===== src/rtl/m_logic_pipe_pkg.sv =====
// Shared definitions for the pipelined bitwise logic unit: operation encodings.
package m_logic_pipe_pkg;

    localparam int OP_W = 3;

    typedef enum logic [OP_W-1:0] {
        OP_NOT  = 3'd0,
        OP_AND  = 3'd1,
        OP_OR   = 3'd2,
        OP_XOR  = 3'd3,
        OP_NAND = 3'd4,
        OP_NOR  = 3'd5,
        OP_XNOR = 3'd6,
        OP_PASS = 3'd7
    } op_e;

endpackage


===== src/rtl/m_logic_pipe_stage.sv =====
// One elastic pipeline register: holds a valid flag plus a WIDTH-bit payload and
// loads from upstream whenever the combined ready chain says this slot may move.
module m_logic_pipe_stage #(
    parameter int WIDTH = 9
) (
    input  logic             clk,
    input  logic             rst_n,
    input  logic             load_en,
    input  logic             up_valid,
    input  logic [WIDTH-1:0] up_data,
    output logic             dn_valid,
    output logic [WIDTH-1:0] dn_data
);

    logic             valid_q, valid_d;
    logic [WIDTH-1:0] data_q, data_d;

    // Payload only changes on a real load so empty slots keep their last value.
    always_comb begin
        valid_d = valid_q;
        data_d  = data_q;
        if (load_en) begin
            valid_d = up_valid;
            if (up_valid) begin
                data_d = up_data;
            end
        end
    end

    always_ff @(posedge clk or negedge rst_n) begin
        if (!rst_n) begin
            valid_q <= 1'b0;
            data_q  <= '0;
        end else begin
            valid_q <= valid_d;
            data_q  <= data_d;
        end
    end

    assign dn_valid = valid_q;
    assign dn_data  = data_q;

endmodule


===== src/rtl/m_logic_pipe.sv =====
// WIDTH-bit bitwise logic unit behind valid/ready, registered through STAGES
// elastic stages with full throughput and per-stage backpressure.
module m_logic_pipe
    import m_logic_pipe_pkg::*;
#(
    parameter int WIDTH  = 8,
    parameter int STAGES = 2
) (
    input  logic             clk,
    input  logic             rst_n,
    input  logic             in_valid,
    output logic             in_ready,
    input  logic [OP_W-1:0]  in_op,
    input  logic [WIDTH-1:0] in_a,
    input  logic [WIDTH-1:0] in_b,
    output logic             out_valid,
    input  logic             out_ready,
    output logic [WIDTH-1:0] out_data,
    output logic             out_zero,
    output logic             busy
);

    logic [WIDTH-1:0] result;
    logic [STAGES-1:0] stage_vld;
    logic [STAGES:0]   rdy;
    logic [WIDTH:0]    stage_pay [STAGES];

    always_comb begin
        result = in_a;
        case (op_e'(in_op))
            OP_NOT:  result = ~in_a;
            OP_AND:  result = in_a & in_b;
            OP_OR:   result = in_a | in_b;
            OP_XOR:  result = in_a ^ in_b;
            OP_NAND: result = ~(in_a & in_b);
            OP_NOR:  result = ~(in_a | in_b);
            OP_XNOR: result = ~(in_a ^ in_b);
            OP_PASS: result = in_a;
            default: result = in_a;
        endcase
    end

    // Ready walks backwards from the consumer: a slot may load if it is empty or
    // its occupant is moving on this cycle. Only flop outputs feed this chain.
    always_comb begin
        rdy[STAGES] = out_ready;
        for (int k = STAGES - 1; k >= 0; k--) begin
            rdy[k] = !stage_vld[k] || rdy[k+1];
        end
    end

    for (genvar k = 0; k < STAGES; k++) begin : g_stage
        logic           up_valid;
        logic [WIDTH:0] up_data;

        if (k == 0) begin : g_first
            assign up_valid = in_valid;
            assign up_data  = {(result == '0), result};
        end else begin : g_next
            assign up_valid = stage_vld[k-1];
            assign up_data  = stage_pay[k-1];
        end

        m_logic_pipe_stage #(
            .WIDTH (WIDTH + 1)
        ) u_stage (
            .clk      (clk),
            .rst_n    (rst_n),
            .load_en  (rdy[k]),
            .up_valid (up_valid),
            .up_data  (up_data),
            .dn_valid (stage_vld[k]),
            .dn_data  (stage_pay[k])
        );
    end

    assign in_ready  = rdy[0];
    assign out_valid = stage_vld[STAGES-1];
    assign out_data  = stage_pay[STAGES-1][WIDTH-1:0];
    assign out_zero  = stage_pay[STAGES-1][WIDTH];
    assign busy      = |stage_vld;

endmodule


===== config.mk =====
export PLATFORM = sky130hd
export DESIGN_NAME = m_logic_pipe
export DESIGN_NICKNAME = d
export VERILOG_FILES = /design/src/rtl/m_logic_pipe_pkg.sv /design/src/rtl/m_logic_pipe_stage.sv /design/src/rtl/m_logic_pipe.sv
export SDC_FILE = /design/constraint.sdc
export NUM_CORES = 1
export LEC_CHECK = 0
export ABC_AREA = 1
export BUFFER_PORTS_ARGS = -buffer_cell sky130_fd_sc_hd__buf_2
export CORE_AREA = 10 10 82 84
export DETAILED_ROUTE_END_ITERATION = 7
export DIE_AREA = 0 0 92 94
export PLACE_DENSITY = 0.56
export SLEW_MARGIN = 40
export SYNTH_ARGS = -nofsm -noshare
export SYNTH_HDL_FRONTEND = slang
export SYNTH_SLANG_ARGS = --single-unit

===== constraint.sdc =====
create_clock -name clk -period 1.6 [get_ports clk]
set_input_delay 0.16 -clock clk [delete_from_list [all_inputs] [get_ports clk]]
set_output_delay 0.16 -clock clk [all_outputs]
set_load 0.05 [all_outputs]

==> impl_metrics.csv <==
group,metric,value,unit
synthesis,synth_compound_area_share,5.603,%
synthesis,synthXorXnorAreaFrac,0,%
place,hpwlAfterDp,3455,um
power,peakVddDrop,526.5,uV
final_layout,stdcell_area,2076,sq um
clocking,postCtsHoldBufs,1,
synthesis,ys.warnings.count,0,
clocking,clock_latency,0.25,ns
place,gp_congestion,0.8630,
clocking,cts_tree,"done",
clocking,cts.sinks,20,
routing,firstDrtPassIters,4,
run_status,status,"finished, final reports clean",
global_routing,grt_max_degree,21,
global_routing,grt_pass1_wl,7596,um
synthesis,ys_types,23,
routing,post-route-drc-count,0,
global_routing,antenna_found_initial,0,
clocking,cts_root_buf,"clkbuf_8",
critical_path,cp_data_arrival_time,1.61,ns
synthesis,syn_inst,247,
final_layout,syn2layout_area_growth,19.18,%
hold_path,hold_path_class,"input pin to flop",
routing,vias,1700,
clocking,cts_buffer_depth,2,
floorplan,start_util,34.32,%
synthesis,synth_fa_ha_area_share,11.49,%
critical_path,crit_required,1.79,ns
timing,finalSetupTns,0,ns
routing,wl_per_cell,12.52,um
synthesis,synthMuxAreaShare,5.172,%
timing,worst_pin_slew,0.4317,ns
routing,drt-initial-drc-count,82,
floorplan,fp.dieH,94,um
floorplan,dieWidth,92,um
critical_path,cp_max_fo,14,
final_layout,num_antenna_cells,0,
global_routing,gr-total-overflow,0,
place,post-place-ws,-0.06934,ns
final_layout,nNetsFinal,324,
synthesis,avgSynthCellArea,7.051,sq um
timing,skew,0.001782,ns
floorplan,die_area,8648,sq um
place,placed_cell_area,2011,sq um
power,cellLeakagePower,1.175,nW
timing,slew_headroom,71.22,%
timing,setup_violations,0,
synthesis,synth_top_family_by_area,"simple AND/OR/NAND/NOR gates",
synthesis,synth-seq-cells,20,
timing,whs,0.2035,ns
synthesis,yosysSeqAreaShare,28.74,%
clocking,htreeDepth,1,
timing,hold_viol,0,
routing,viasPerCell,4.802,
routing,drt-total-wl,4432,um
final_layout,drive_above_1_share,22.89,%
clocking,cts_setup_buffers,0,
routing,final_antenna_net_count,0,
place,port_buffers,34,
synthesis,syn_nets,286,
clocking,post_cts_resized,0,
clocking,clkTransAtPathRegs,0.07,ns
timing,fmax,0.7044,GHz
critical_path,critPathKind,"input pin to flop",
power,p_per_area,938.3,nW/um^2
flow_run,drv_cap,0,
timing,fin_crit_sh,88.73,%
synthesis,netlist_area,1742,sq um
floorplan,fp.coreArea,5075,sq um
global_routing,grt_use_total,10.14,%
timing,rsz0062_at_grt,"no",
floorplan,row_count,26,
global_routing,grt_pass1_vias,1659,
critical_path,cp-start-kind,"input pin",
timing,slew_viol_final,0,
synthesis,synth-simple-area-share,36.42,%
timing,fin_crit,1.420,ns
critical_path,cp-end-kind,"flop",
floorplan,io_pins,35,
clocking,numCtsBuffers,3,
timing,setup_slack,0.1803,ns
## kinds of logic (layout without fill, tap and decap cells)
| family | after synthesis | in the layout |
|---|---|---|
| multiplexers | 8 | 8 |
| AO/OA/AOI/OAI | 18 | 18 |
| flip-flops | 20 | 20 |
| AND/OR/NAND/NOR | 136 | 136 |
| adder cells (fa/ha/maj) | 16 | 16 |
| buffers and inverters | 49 | 86 |
## per-layer routing
metal  track usage [%]  routed length [um]  part of all wire [%]
met1             13.01                2055                    46
met2             16.41                2012                    45
met3             2.398                 324                   7.3
met4             3.085                  39                  0.88
met5                 0                   0                     0
## cell type report
| class | count | area (sq um) |
|---|---|---|
| Multi-Input combinational cell | 178 | 1035 |
| Clock buffer | 4 | 55.05 |
| Timing Repair Buffer | 45 | 255.2 |
| Inverter | 37 | 141.4 |
| Sequential cell | 20 | 501.7 |
| Tap cell | 70 | 87.58 |
| Fill cell | 548 | 2999 |
## cell usage after synthesis
| cell | number | area [sq um] |
|---|---|---|
| nor2_1 | 20 | 75.07 |
| nand3_1 | 21 | 105.1 |
| nand2_2 | 1 | 6.260 |
| o22ai_1 | 3 | 18.77 |
| buf_2 | 2 | 10.01 |
| inv_2 | 2 | 7.510 |
| nor2_2 | 1 | 6.260 |
| dfrtp_1 | 20 | 500.5 |
| or2_2 | 1 | 6.260 |
| mux2_2 | 8 | 90.09 |
| buf_6 | 1 | 11.26 |
| ha_1 | 16 | 200.2 |
| nand4_1 | 21 | 131.4 |
| nand3b_1 | 8 | 60.06 |
| inv_4 | 1 | 6.260 |
| buf_4 | 6 | 45.04 |
| nand2_1 | 62 | 232.7 |
| o21ai_0 | 10 | 50.05 |
| nor2_4 | 1 | 11.26 |
| o22a_1 | 1 | 8.760 |
| o21ai_1 | 4 | 20.02 |
| inv_1 | 34 | 127.6 |
| clkbuf_1 | 3 | 11.26 |
## worst max-delay path, cell delays in order
cell	delay [ns]
buf_2	0.20
nor2_4	0.28
nand2_2	0.18
inv_1	0.26
nand2_1	0.08
nand2_1	0.13
nand2_1	0.08
nor2_1	0.11
nand3_1	0.07
nand2_1	0.05
## where the power goes
group / switching (mW) / internal [mW]
combinational: 0.615 / 0.261
sequential: 0.0660 / 0.633
clock: 0.155 / 0.219
total: 0.836 / 1.11
## registers in the layout, indices dropped and copies added, names as in the netlist
signal                    flops
g_stage.u_stage.dn_valid      2
g_stage.u_stage.dn_data      18
## placed cells by master, fill, tap and decap left out, types with 2 or more instances in the layout
cell type and n:
nand4_1 21, nor2_1 20, nand2_1 62, inv_2 2, nand3b_1 8, nand3_1 20
buf_4 10, buf_2 34, o21ai_1 4, clkbuf_8 4, o22ai_1 3, inv_1 34
ha_1 16, mux2_2 8, o21ai_0 10, dfrtp_1 19
## worst paths after layout
check / startpoint / to / slack (ns) / cells past startpoint
setup / recovery: in_op[2] / g_stage[0].u_stage.dn_data[8] / 0.18 / 10
setup reg to reg: g_stage[1].u_stage.dn_valid / g_stage[1].u_stage.dn_data[8] / 0.30 / 3
max in group asynchronous: rst_n / g_stage[1].u_stage.dn_valid / 0.90 / 2
hold reg to reg: g_stage[0].u_stage.dn_data[8] / g_stage[0].u_stage.dn_data[8] / 0.49 / 2
min in group asynchronous: rst_n / g_stage[1].u_stage.dn_data[1] / 0.38 / 2
hold / removal: out_ready / g_stage[0].u_stage.dn_valid / 0.20 / 4
## through the flow
step                cells  power (mW)  utilization [%]
floorplan             247       1.354                -
global placement      349       1.583            39.62
detailed placement    349       1.595            39.62
CTS                   354       1.976            40.90
global route          354       2.093            40.90
finish                354       1.948            40.90
(Power assumes the default switching activity.)
